File: src/rtl/pipe_stage_reg.sv
// pipe_stage_reg: valid/ready pipeline register with optional
// 2-entry skid buffer, flush-to-bubble and saturating stall counter.
module pipe_stage_reg #(
  parameter int unsigned       WIDTH  = 101,
  parameter bit                SKID   = 1'b1,
  parameter logic [WIDTH-1:0]  BUBBLE = '0,
  parameter int unsigned       CNT_W  = 16
) (
  input  logic             clk,
  input  logic             rst,
  input  logic             flush,
  input  logic             in_valid,
  output logic             in_ready,
  input  logic [WIDTH-1:0] in_data,
  output logic             out_valid,
  input  logic             out_ready,
  output logic [WIDTH-1:0] out_data,
  output logic [1:0]       occupancy,
  output logic [CNT_W-1:0] stall_cnt
);

  logic [CNT_W-1:0] stall_q;

  assign stall_cnt = stall_q;

  always_ff @(posedge clk) begin
    if (rst) begin
      stall_q <= '0;
    end else if (out_valid && !out_ready
                 && (stall_q != '1)) begin
      stall_q <= stall_q + CNT_W'(1);
    end
  end

  if (SKID) begin : g_skid
    typedef enum logic [1:0] {
      S_EMPTY = 2'd0,
      S_FULL  = 2'd1,
      S_SKID  = 2'd2
    } state_t;

    state_t           state_q;
    state_t           state_d;
    logic             rdy_q;
    logic             push;
    logic             pop;
    logic [WIDTH-1:0] main_q;
    logic [WIDTH-1:0] skid_q;

    assign push = in_valid & rdy_q & ~flush;
    assign pop  = (state_q != S_EMPTY) & out_ready;

    always_ff @(posedge clk) begin
      if (rst) begin
        state_q <= S_EMPTY;
        rdy_q   <= 1'b1;
      end else begin
        state_q <= state_d;
        rdy_q   <= (state_d != S_SKID);
      end
    end

    always_comb begin
      state_d = state_q;
      if (flush) begin
        state_d = S_EMPTY;
      end else begin
        unique case (state_q)
          S_EMPTY: if (push) state_d = S_FULL;
          S_FULL: begin
            if (push && !pop)
              state_d = S_SKID;
            else if (!push && pop)
              state_d = S_EMPTY;
          end
          S_SKID:  if (pop) state_d = S_FULL;
          default: state_d = S_EMPTY;
        endcase
      end
    end

    // main_q is always the head; skid_q only holds the second entry
    always_ff @(posedge clk) begin
      case (state_q)
        S_EMPTY: if (push) main_q <= in_data;
        S_FULL: begin
          if (push && pop)
            main_q <= in_data;
          else if (push)
            skid_q <= in_data;
        end
        S_SKID:  if (pop && !flush) main_q <= skid_q;
        default: ;
      endcase
    end

    always_comb begin
      out_valid = (state_q != S_EMPTY);
      out_data  = out_valid ? main_q : BUBBLE;
      occupancy = state_q;
      in_ready  = rdy_q;
    end
  end else begin : g_reg
    logic             valid_q;
    logic             push;
    logic [WIDTH-1:0] data_q;

    assign in_ready = out_ready | ~valid_q;
    assign push     = in_valid & in_ready & ~flush;

    always_ff @(posedge clk) begin
      if (rst || flush)
        valid_q <= 1'b0;
      else if (push)
        valid_q <= 1'b1;
      else if (out_ready)
        valid_q <= 1'b0;
    end

    always_ff @(posedge clk) begin
      if (push && !rst) data_q <= in_data;
    end

    assign out_valid = valid_q;
    assign out_data  = valid_q ? data_q : BUBBLE;
    assign occupancy = {1'b0, valid_q};
  end

endmodule

File: config.mk
export PLATFORM = sky130hd
export DESIGN_NAME = pipe_stage_reg
export DESIGN_NICKNAME = d
export VERILOG_FILES = /design/src/rtl/pipe_stage_reg.sv
export SDC_FILE = /design/constraint.sdc
export NUM_CORES = 1
export LEC_CHECK = 0
export BUFFER_PORTS_ARGS = -buffer_cell sky130_fd_sc_hd__buf_2
export CORE_AREA = 2 2 153 214
export CTS_CLUSTER_DIAMETER = 40
export DETAILED_ROUTE_END_ITERATION = 6
export DIE_AREA = 0 0 155 216
export PLACE_DENSITY_LB_ADDON = 0.15
export SLEW_MARGIN = 25
export SYNTH_ARGS = -nofsm -noshare
export SYNTH_HDL_FRONTEND = slang
export SYNTH_SLANG_ARGS = --single-unit
export TNS_END_PERCENT = 50
File: constraint.sdc
create_clock -name clk -period 29.1 [get_ports clk]
set_clock_uncertainty 0.15 [all_clocks]
set_input_delay 5.82 -clock clk [delete_from_list [all_inputs] [get_ports clk]]
set_output_delay 5.82 -clock clk [all_outputs]
set_load 0.1 [all_outputs]
After elaboration in Yosys (flattened, before gate mapping)
Index checks and enable logic that the tools add are counted.

Word-level logic and storage cells: 44. Output and inout bits: 121. Register bits: 221.

Multiplexer cells: 11. Reductions and logical operators: 15. Bitwise gates (word level): 5. Equality and inequality tests: 7. Add/sub/neg operators: 1.

Operators by type and width (count): $mux W101 (4); $pmux W101 S3 (1); $add A16 B1 Y16 const B (1); $ne A16 B16 Y1 const B (1); $mux W2 (5); $ne A2 B2 Y1 const B (4); $logic_and A1 B1 Y1 (6); $pmux W2 S3 (1); $logic_not A1 Y1 (4); $reduce_and A4 Y1 (1); $and A1 B1 Y1 (3); $reduce_and A3 Y1 (1); $reduce_bool A3 Y1 (1); $eq A2 B1 Y1 const B (1); $eq A2 B2 Y1 const B (1); $logic_not A2 Y1 (1); $not A1 Y1 (2); $reduce_bool A2 Y1 (1).

Longest topological paths before layout
Gate-level depths: netlist of the first run.

Depth in word-level cells: 9. Depth in mapped cells: 6.

Worst setup path after synthesis of the first run
No wires, ideal clock.

Path type: input to register. Start: input in_valid. End: register g_skid.skid_q[0], enable pin. Setup time: 686 ps. Setup slack: 15221 ps. Arrival: 13043 ps. Stages on the path: 4. Cells stage by stage: nand2_1 nor2_1 nand2_1 nor3_1.

Longest elaborated chain between the ends: 5.

Ends and longest elaborated chain: start: declaration (line 12) `input logic in_valid,`; $and A1 B1 Y1 * (2 in a row) (line 50) `assign push = in_valid & rdy_q & ~flush;`; $logic_and A1 B1 Y1 (line 87) `if (push && pop)`; $not A1 Y1 (no line); $reduce_and A3 Y1 (no line) *; end signal: assignment (line 90) `skid_q <= in_data;`; end: declaration (line 48) `logic [WIDTH-1:0] skid_q;`.

Every way passes the cells marked *; elsewhere a longest branch is shown, timed or not. A chain may end at the register's enable or synchronous reset.

Final worst setup path of the first run
Start: register g_skid.state_q[0] (netlist: occupancy[0]). End: output out_data[23].

Longest elaborated chain between the ends: 2.

Ends and longest elaborated chain: start: declaration (line 42) `state_t state_q;`; start signal: assignment (line 58) `state_q <= state_d;`; $reduce_bool A2 Y1 (line 98) `out_valid = (state_q != S_EMPTY);`; $mux W101 (line 99) `out_data = out_valid ? main_q : BUBBLE;`; end: declaration (line 17) `output logic [WIDTH-1:0] out_data,`.

No other way between the ends.

==> results of run 1 <==
## Yosys cell counts, types with 3 or more instances
cell type,instances,area (µm²)
a21oi_1,10,50.1
and2_1,102,638
and4_4,3,33.8
buf_2,7,35.0
clkbuf_1,29,109
dfxtp_1,19,380
edfxtp_1,202,6070
nand2_1,310,1160
nand2b_1,4,25.0
nand3_1,3,15.0
nand4_1,6,37.5
nor2_1,9,33.8
nor2b_1,3,18.8
nor3_1,5,25.0
o21ai_1,5,25.0
o31ai_1,4,30.0
or3_1,4,25.0
or4_1,3,22.5
## metal layers
metal / vias to the layer above / routed length [µm] / GRT usage (%)
met1: 2894 / 9410 / 15.9
met5: - / 23 / 0
met3: 44 / 1460 / 3.11
met2: 179 / 11700 / 23.7
met4: 4 / 733 / 5.59
li1: 3056 / - / -
## final cells by class
class | count | area [µm²] | share of cell area [%]
clock buffer | 37 | 818 | 7.03
tap | 395 | 494 | 4.25
inverter | 2 | 7.51 | 0.0645
sequential | 221 | 6450 | 55.4
antenna | 5 | 12.5 | 0.108
multi-input combinational | 499 | 2440 | 21.0
clock inverter | 18 | 211 | 1.82
timing repair buffer | 233 | 1210 | 10.4
## sequential cells by signal (all words and copies together) (netlist names)
signal and count:
g_skid.skid_q 101, g_skid.main_q 101, stall_cnt 16, occupancy 2, in_ready 1
## worst min-delay path: stages (launching register included)
cell and delay [ns]:
edfxtp_1 0.32, nand2_1 0.04, nand2_1 0.05
## worst paths after layout
kind	endpoint	cells after the start	slack [ns]	from
setup / recovery	out_data[23]	5	20.06	occupancy[0]$_SDFF_PP0_
hold reg to reg	g_skid.main_q[68]$_DFFE_PP_	2	0.35	g_skid.skid_q[68]$_DFFE_PP_
hold / removal	g_skid.main_q[68]$_DFFE_PP_	2	0.35	g_skid.skid_q[68]$_DFFE_PP_
setup reg to reg	g_skid.main_q[26]$_DFFE_PP_	4	25.89	occupancy[1]$_SDFF_PP0_
## power breakdown
group / total (mW) / internal [mW] / switching, mW
registers: 0.358 / 0.356 / 0.00193
logic: 0.0696 / 0.0144 / 0.0551
clock network: 0.375 / 0.236 / 0.139
total: 0.803 / 0.606 / 0.196
## metrics by stage
| stage | power [mW] | setup slack (ns) |
|---|---|---|
| after detailed placement | 0.435 | 20.52 |
| after floorplan | 0.416 | 15.22 |
| after global routing | 0.831 | 19.80 |
| final | 0.803 | 20.06 |
| after CTS | 0.817 | 19.91 |
| after global placement | 0.435 | 20.38 |
## cell families after synthesis
logic type                 Yosys count  synth area share [%]
AOI/OAI and AO/OA                   32                  2.41
xor gates and xnor gates             1                0.0970
adders and majority gates            1                 0.139
buffers and inverters               40                  1.93
DFF                                221                  71.4
muxes                                3                 0.346
and+or+nand+nor                    462                  23.7
==> results.md, run 1 <==
- Dpl hpwl: 14200 µm
- FMAX: 111 MHz
- Hold-fix buffers, CTS: 0
- Final nets: 1095
- Slowest-stage cell, CP: buf_4
- Critical Path Source Type: register
- Worst EP required: 23.13 ns
- Syn_area_per_cell: approximately 12 µm²
- Most common flop cell mapped by yosys: edfxtp_1
- Worst-path cell chain: nor2_1, inv_2, buf_4, and2_1, buf_2
- Outcome: finished clean
- Fin crit share: 31.1%
- Mapped cell area: 9030 µm²
- Setup CP Type: register to output port
- Placed cell area: 10600 µm²
- GRT Util Overall: 13.5%
- WP buf/inv: 3
- DR iter-0 viols: around 200
- WHS: around 0.35 ns
- Peak supply drop: 0.0439 mV
- Insertion delay to the later sink of the worst-skew pair: 0.54 ns
- Min Tclk post-route: 9.04 ns
- Post-synth EDFFs: 202
- Unrepaired setup endpoints after global routing: false
- Synth-to-layout area growth: 28.8%
- Kind of end point of the critical path: output port
- Starting density of the core: 28.7%
- Max Slew Vio Count: 0
- Die extent in y: 216 µm
- Layout cells sized above 1: 29.5%
- Power per cell area: around 69 nW/µm²
- Critical Path AT: a little over 3 ns
- Ys async rst share: 0%
- Design Area, Final: 11600 µm²
- Hold/Removal Path Class: register to register
- Vias in the first global route: 6237
- Longest Clk Path Bufs: 3
- Largest net degree at the start of global routing: 74
- Netlist cell types: 46
- Max-cap viol count: 0
- Final hold violation count: 0
- First-pass GRT wire length: 35300 µm
- Rel. slew slack: 33.9%
- Most frequent cells in the layout: 310 x nand2_1, 226 x buf_2, 202 x edfxtp_1
- Vias: approximately 6.2k
- Initial DRT Pass Iterations: 4
- Final Instance Count excl. Fillers: roughly 1.4k
- Num CTS Buffers: 31
- Placer's final routability congestion estimate: 0.804
- # IOs: 227
- Mapped Cells: 760
- Htree depth: 1
- Final core occ: 36.9%
- Initial antenna violation count: 7
- CP Max Fanout: 64
- Clock Sinks: ~220
- Post-CTS sizing: 0
- CTS tree: built
- Via/cell ratio: 4.38
- Root buf cell: clkbuf_16
- Final setup fails: 0
- Filler cells: 3173
- Worst slew pin tran: 0.991 ns
- Core Box Area: 31500 µm²
- Placed cells: 1350
- Routed WL per cell: 16.5 µm
- DIE WIDTH: between 150 and 200 µm
- Max incr delay on CP: 0.56 ns
- Sequential fraction of the synthesis area: 71.4%
- Syn Nets: 867
- Drt total wl: 23300 µm
- Flops & latches, synth: 221
- Drt drc: 0
- Most common cell after layout, fill and taps aside: nand2_1
- Total leakage power: 4.98 nW
- Final ANT Viol Nets: 0
- Setup TNS: 0 ns
- Delay-heaviest family, CP: buffers and inverters
- Post-CTS Setup Repair Bufs: 0
- Clock transition at the registers of the reported paths: 0.05 ns
- Die Area: about 33000 µm²
- FP Rows: 77
- Port-buffer cells: 226
- Yosys warnings: 0
- Congestion Overflow GR: 0
(Power assumes the default switching activity.)
==> inputs of run 2 (changes only) <==
ABC_AREA = 1   (was not set)
CORE_AREA = 2 2 154 217   (was 2 2 153 214)
DIE_AREA = 0 0 156 219   (was 0 0 155 216)
clock period = 9.1 ns   (was 29.1 ns; I/O delays follow)
==> results.md, run 2 <==
- DIE WIDTH: 156 µm (+0.65%)
- Final setup fails: 0 (unchanged)
- Rel. slew slack: 36.5% (+2.6 points)
- Sequential fraction of the synthesis area: 69.8% (-1.5 points)
- First-pass GRT wire length: 34800 µm (-1.6%)
- CTS tree: built
- Via/cell ratio: 4.15 (-5.3%)
- Peak supply drop: 0.150 mV (+240%)
- Filler cells: 3291 (+3.7%)
- WHS: 0.356 ns (+0.0106 ns)
- Clock transition at the registers of the reported paths: 0.06 ns (about the same)
- Core Box Area: 32100 µm² (+1.9%)
- Slowest-stage cell, CP: nor2_4
- Post-CTS Setup Repair Bufs: 0 (unchanged)
- Worst reg-to-reg path cell count: 6 (+2)
- Post-CTS sizing: 0 (unchanged)
- Mapped Cells: 908 (+19%)
- Critical Path AT: 2.80 ns (-0.27 ns)
- Drt drc: 0 (unchanged)
- Delay-heaviest family, CP: buffers and inverters
- Final Instance Count excl. Fillers: 1570 (+11%)
- Synth area leaders: edfxtp_1 66%, nand2_1 14%, nor2_1 5.1%, inv_1 4.9%, dfxtp_1 4.1%
- Final ANT Viol Nets: 0 (unchanged)
- Synth-to-layout area growth: 28.6%
- Syn_area_per_cell: 10.2 µm² (-14%)
- WP buf/inv: 2 (-1)
- Worst slew pin tran: 0.952 ns (-0.0389 ns)
- Hold endpoint: stall_cnt[1]$_SDFFE_PP0P_
- Largest net degree at the start of global routing: 79 (+6.8%)
- Yosys warnings: 0 (unchanged)
- Worst EP required: 7.13 ns (-16.00 ns)
- Drt total wl: 22600 µm (-3.1%)
- Longest Clk Path Bufs: 3 (unchanged)
- Outcome: finished clean
- Fin crit share: 52.4%
- Syn Nets: 1015 (+17%)
- Routed WL per cell: 14.4 µm (-13%)
- Max-cap viol count: 0 (unchanged)
- Setup CP Type: register to output port
- Hold Crit Start: stall_cnt[1]$_SDFFE_PP0P_
- Most common cell after layout, fill and taps aside: nand2_1
- Mapped cell area: 9230 µm² (+2.2%)
- Final nets: 1251 (+14%)
- Reg-to-reg startpoint: occupancy[1]$_SDFF_PP0_
- R2r setup slk: 5.39 ns (-20.50 ns)
- Most frequent cells in the layout: 353 x nand2_1, 226 x buf_2, 202 x edfxtp_1
- FMAX: 210 MHz
- Total leakage power: 5.51 nW (+11%)
- Hold/Removal Path Class: register to register
- Final hold violation count: 0 (unchanged)
- Netlist cell types: 24 (-48%)
- Dpl hpwl: 14800 µm (+4.3%)
- Die extent in y: 219 µm (+1.4%)
- Ys async rst share: 0% (unchanged)
- Insertion delay to the later sink of the worst-skew pair: 0.50 ns (-0.04 ns)
- Max incr delay on CP: 0.73 ns (+0.17 ns)
- Layout cells sized above 1: 25.6% (-3.9 points)
- Initial DRT Pass Iterations: 4 (unchanged)
- Top-area cell type share of the netlist area: 65.7% (-1.5 points)
- Kind of end point of the critical path: output port
- Initial antenna violation count: 4 (-3)
- FP Rows: 78 (+1.3%)
- Min Tclk post-route: 4.77 ns
- Unrepaired setup endpoints after global routing: false
- Power per cell area: 222 nW/µm² (+220%)
- Count leader, synth: nand2_1
- Congestion Overflow GR: 0 (unchanged)
- Worst-path cell chain: nor2_4, buf_4, nor2_1, buf_2
- CP Max Fanout: 71 (+11%)
- Setup TNS: 0 ns (unchanged)
- Top cells by count, synth: 353 x nand2_1, 202 x edfxtp_1, 126 x nor2_1, 120 x inv_1, 28 x buf_2
- Max Slew Vio Count: 0 (unchanged)
- GRT Util Overall: 13.2% (-0.34 points)
- Final core occ: 37.0% (about the same)
- Die Area: 34200 µm² (+2.0%)
- # IOs: 227 (unchanged)
- Port-buffer cells: 226 (unchanged)
- Placed cells: 1506 (+12%)
- Worst r2r dst: g_skid.main_q[10]$_DFFE_PP_
- Post-synth EDFFs: 202 (unchanged)
- Flops & latches, synth: 221 (unchanged)
- Synth area leader: edfxtp_1
- Vias in the first global route: 6369 (+2.1%)
- Placer's final routability congestion estimate: 0.780 (-3.0%)
- Hold-fix buffers, CTS: 0 (unchanged)
- Starting density of the core: 28.8% (+0.084 points)
- Most common flop cell mapped by yosys: edfxtp_1
- Num CTS Buffers: 36 (+16%)
- DR iter-0 viols: 255 (+25%)
- Root buf cell: clkbuf_16
- Vias: 6514 (+5.5%)
- Critical Path Source Type: register
- Hold path depth: 2 (unchanged)
- Htree depth: 2 (+1)
- Clock Sinks: 221 (unchanged)
run 2: changes by cell type after synthesis, sizes merged, moves of 5 or more:
| cell | previous run | this run |
|---|---|---|
| nor2 | 9 | 132 |
| inv | 2 | 121 |
| and2 | 102 | 0 |
| nand2 | 311 | 355 |
| clkbuf | 29 | 6 |
| buf | 9 | 29 |
| nand3 | 4 | 12 |
| nor3 | 6 | 0 |
| or3 | 5 | 0 |
run 2: final cells by class:
type | instances | area, µm² | share of cell area, %
inverter | 121 | 457 | 3.85
clock inverter | 21 | 139 | 1.17
multi-input combinational | 531 | 2200 | 18.5
clock buffer | 42 | 945 | 7.96
timing repair buffer | 233 | 1180 | 9.97
tap | 400 | 500 | 4.22
sequential | 221 | 6450 | 54.3
antenna | 1 | 2.50 | 0.0211
run 2: through the flow:
stage	power [mW]	worst slack, ns	area [µm²]
2_1_floorplan	1.36	1.97	9240
3_3_place_gp	1.43	4.75	10800
3_5_place_dp	1.43	4.69	10800
4_1_cts	2.68	4.18	11900
5_1_grt	2.74	4.08	11900
6_report	2.64	4.33	11900
run 2: worst min-delay path, delay by kind of cell, from the launching register on:
kind	cells	cell delay, ns
flip-flops	1	0.33
AND/OR/NAND/NOR	1	0.07
AO/OA/AOI/OAI	1	0.06
run 2: worst max path at each step:
stage	from	to	depth (start not counted)
final	occupancy[0]$_SDFF_PP0_	out_data[87]	4
after detailed placement	out_ready	g_skid.main_q[13]$_DFFE_PP_	7
after CTS	occupancy[0]$_SDFF_PP0_	out_data[87]	4
after floorplan	flush	g_skid.skid_q[0]$_DFFE_PP_	5
after global routing	occupancy[0]$_SDFF_PP0_	out_data[87]	4
after global placement	out_ready	g_skid.main_q[12]$_DFFE_PP_	7
run 2: layer usage:
layer  routed length (µm)  up-vias  global-route usage [%]
li1                     -     3339                       -
met1                 9070     2974                    15.1
met2                11800      155                    23.6
met3                 1150       40                    3.40
met4                  538        6                    5.02
met5                   34        -                       0
run 2: power by group:
group / switching [mW] / total [mW] / leakage, nW / internal (mW)
Combinational: 0.208 / 0.256 / 2.98 / 0.0477
Sequential: 0.00675 / 1.15 / 2.01 / 1.14
Clock: 0.482 / 1.23 / 0.523 / 0.749
Total: 0.697 / 2.64 / 5.51 / 1.94
run 2: logic make-up after synthesis:
kind of cell	count (synthesis)	synth area share, %
AO/OA/AOI/OAI	19	1.22
buffers and inverters	156	6.80
AND/OR/NAND/NOR	505	21.4
XOR/XNOR	6	0.569
adder cells (fa/ha/maj)	1	0.136
flip-flops	221	69.8
==> inputs of run 3 (changes only) <==
ABC_AREA = 0   (was 1)
CORE_AREA = 2 2 153 214   (was 2 2 154 217)
DIE_AREA = 0 0 155 216   (was 0 0 156 219)
clock period = 3.9 ns   (was 9.1 ns; I/O delays follow)
==> results.md, run 3 (synthesis gave the netlist of run 1 again) <==
- Outcome: finished clean
- DR iter-0 viols: 292 (+15%)
- Worst EP required: 2.97 ns (-4.16 ns)
- Delay-heaviest family, CP: buffers and inverters
- Worst reg-to-reg path cell count: 5 (-1)
- Core Box Area: 31500 µm² (-1.9%)
- Largest net degree at the start of global routing: 103 (+30%)
- Worst r2r dst: stall_cnt[2]$_SDFFE_PP0P_
- Worst setup path start: occupancy[1]$_SDFF_PP0_
- Post-CTS sizing: 0 (unchanged)
- Min Tclk post-route: 3.20 ns
- First-pass GRT wire length: 34900 µm (+0.44%)
- Initial DRT Pass Iterations: 4 (unchanged)
- Power per cell area: 524 nW/µm² (+140%)
- Vias: 6249 (-4.1%)
- Fin crit share: 81.9%
- Root buf cell: clkbuf_16
- Placer's final routability congestion estimate: 0.767 (-1.6%)
- Num CTS Buffers: 35 (-2.8%)
- Worst slew pin tran: 0.834 ns (-0.118 ns)
- Unrepaired setup endpoints after global routing: false
- Multi-input logic area: 2460 µm² (+12%)
- Max Slew Vio Count: 0 (unchanged)
- Kind of end point of the critical path: output port
- WHS: 0.314 ns (-0.0422 ns)
- Final ANT Viol Nets: 0 (unchanged)
- Placed cells: 1353 (-10%)
- CTS tree: built
- Htree depth: 2 (unchanged)
- Clock Sinks: 221 (unchanged)
- Rel. slew slack: 44.4% (+7.8 points)
- Port-buffer cells: 226 (unchanged)
- Critical Path Stages: 5 (+1)
- Reg-to-reg startpoint: stall_cnt[0]$_SDFFE_PP0P_
- Critical Path End: out_data[12]
- GRT Util Overall: 13.5% (+0.32 points)
- DIE WIDTH: 155 µm (-0.64%)
- Critical Path Source Type: register
- Longest Clk Path Bufs: 3 (unchanged)
- Hold-fix buffers, CTS: 0 (unchanged)
- FF+latch area: 6450 µm² (about the same)
- WP buf/inv: 3 (+1)
- Final setup fails: 0 (unchanged)
- CP Max Fanout: 102 (+44%)
- Die extent in y: 216 µm (-1.4%)
- Final nets: 1102 (-12%)
- Layout cells sized above 1: 31.0% (+5.4 points)
- Die Area: 33500 µm² (-2.0%)
- Worst-path cell chain: nor2_1, inv_2, buf_12, and2_1, buf_2
- Max incr delay on CP: 0.51 ns (-0.22 ns)
- Most frequent cells in the layout: 308 x nand2_1, 226 x buf_2, 202 x edfxtp_1
- Hold/Removal Path Class: input port to register
- Tot Pwr: 6.17 mW (+130%)
- Setup CP Type: register to output port
- Vias in the first global route: 6187 (-2.9%)
- Post-CTS Setup Repair Bufs: 0 (unchanged)
- Slowest-stage cell, CP: dfxtp_1
- Insertion delay to the later sink of the worst-skew pair: 0.50 ns (about the same)
- Critical Path AT: 2.27 ns (-0.53 ns)
- Filler cells: 3163 (-3.9%)
- Place WS: 1.16 ns (-3.53 ns)
- Congestion Overflow GR: 0 (unchanged)
- Drt drc: 0 (unchanged)
- Initial antenna violation count: 7 (+3)
- Clock transition at the registers of the reported paths: 0.06 ns (about the same)
- Dpl hpwl: 14400 µm (-2.5%)
- Starting density of the core: 28.7% (-0.084 points)
- Final core occ: 37.4% (+0.44 points)
- FMAX: 313 MHz
- # IOs: 227 (unchanged)
- Routed WL per cell: 16.3 µm (+13%)
- Peak supply drop: 0.237 mV (+59%)
- Via/cell ratio: 4.40 (+6.1%)
- Final Instance Count excl. Fillers: 1419 (-9.6%)
- Hold path depth: 1 (-1)
- Most common cell after layout, fill and taps aside: nand2_1
- Synth-to-layout area growth: 30.5%
- Worst setup margin: 0.705 ns (-3.63 ns)
- FP Rows: 77 (-1.3%)
- Drt total wl: 23100 µm (+2.4%)
- Max-cap viol count: 0 (unchanged)
- R2r setup slk: 1.67 ns (-3.72 ns)
- Final hold violation count: 0 (unchanged)
- Total leakage power: 5.03 nW (-8.7%)
run 3: area by class of cell:
| class | count | share of cell area [%] |
|---|---|---|
| antenna | 5 | 0.106 |
| inverter | 2 | 0.0637 |
| tap | 395 | 4.19 |
| timing repair buffer | 236 | 10.4 |
| clock inverter | 22 | 1.68 |
| multi-input combinational | 499 | 20.9 |
| clock buffer | 39 | 7.92 |
| sequential | 221 | 54.7 |
run 3: layer usage:
metal | wire, µm | vias up | global-route usage, % | part of all wire, %
met1 | 9180 | 2962 | 15.3 | 40
met3 | 1370 | 45 | 3.82 | 5.9
met4 | 597 | 4 | 5.65 | 2.6
met5 | 24 | - | 0 | 0.10
li1 | - | 3078 | - | -
met2 | 11900 | 160 | 23.8 | 52
run 3: per-stage QoR:
stage          TNS (ns)  area, µm²
3_5_place_dp          0      10600
5_1_grt               0      11800
3_3_place_gp          0      10600
2_1_floorplan    -24.96       9060
4_1_cts               0      11800
6_report              0      11800
run 3: worst register-to-register path, delay by kind of cell, from the launching register on:
kind,cells,cell delay (ns)
flops,1,0.45
simple gates,3,1.19
fa+ha+maj,1,0.25
compound gates,1,0.06
run 3: power breakdown:
| part | internal (mW) | switching (mW) | total [mW] |
|---|---|---|---|
| Sequential | 2.66 | 0.0177 | 2.68 |
| Clock | 1.83 | 1.15 | 2.98 |
| Combinational | 0.111 | 0.407 | 0.519 |
| Total | 4.60 | 1.57 | 6.17 |
run 3: worst min path at each step:
| stage | slack (ns) | to | from |
|---|---|---|---|
| floorplan | 0.33 | g_skid.main_q[0]$_DFFE_PP_ | g_skid.skid_q[0]$_DFFE_PP_ |
| global placement | 0.34 | g_skid.main_q[63]$_DFFE_PP_ | g_skid.skid_q[63]$_DFFE_PP_ |
| detailed placement | 0.34 | g_skid.main_q[62]$_DFFE_PP_ | g_skid.skid_q[62]$_DFFE_PP_ |
| CTS | 0.28 | g_skid.skid_q[49]$_DFFE_PP_ | in_data[49] |
| global route | 0.28 | g_skid.skid_q[43]$_DFFE_PP_ | in_data[43] |
| finish | 0.31 | g_skid.skid_q[41]$_DFFE_PP_ | in_data[41] |
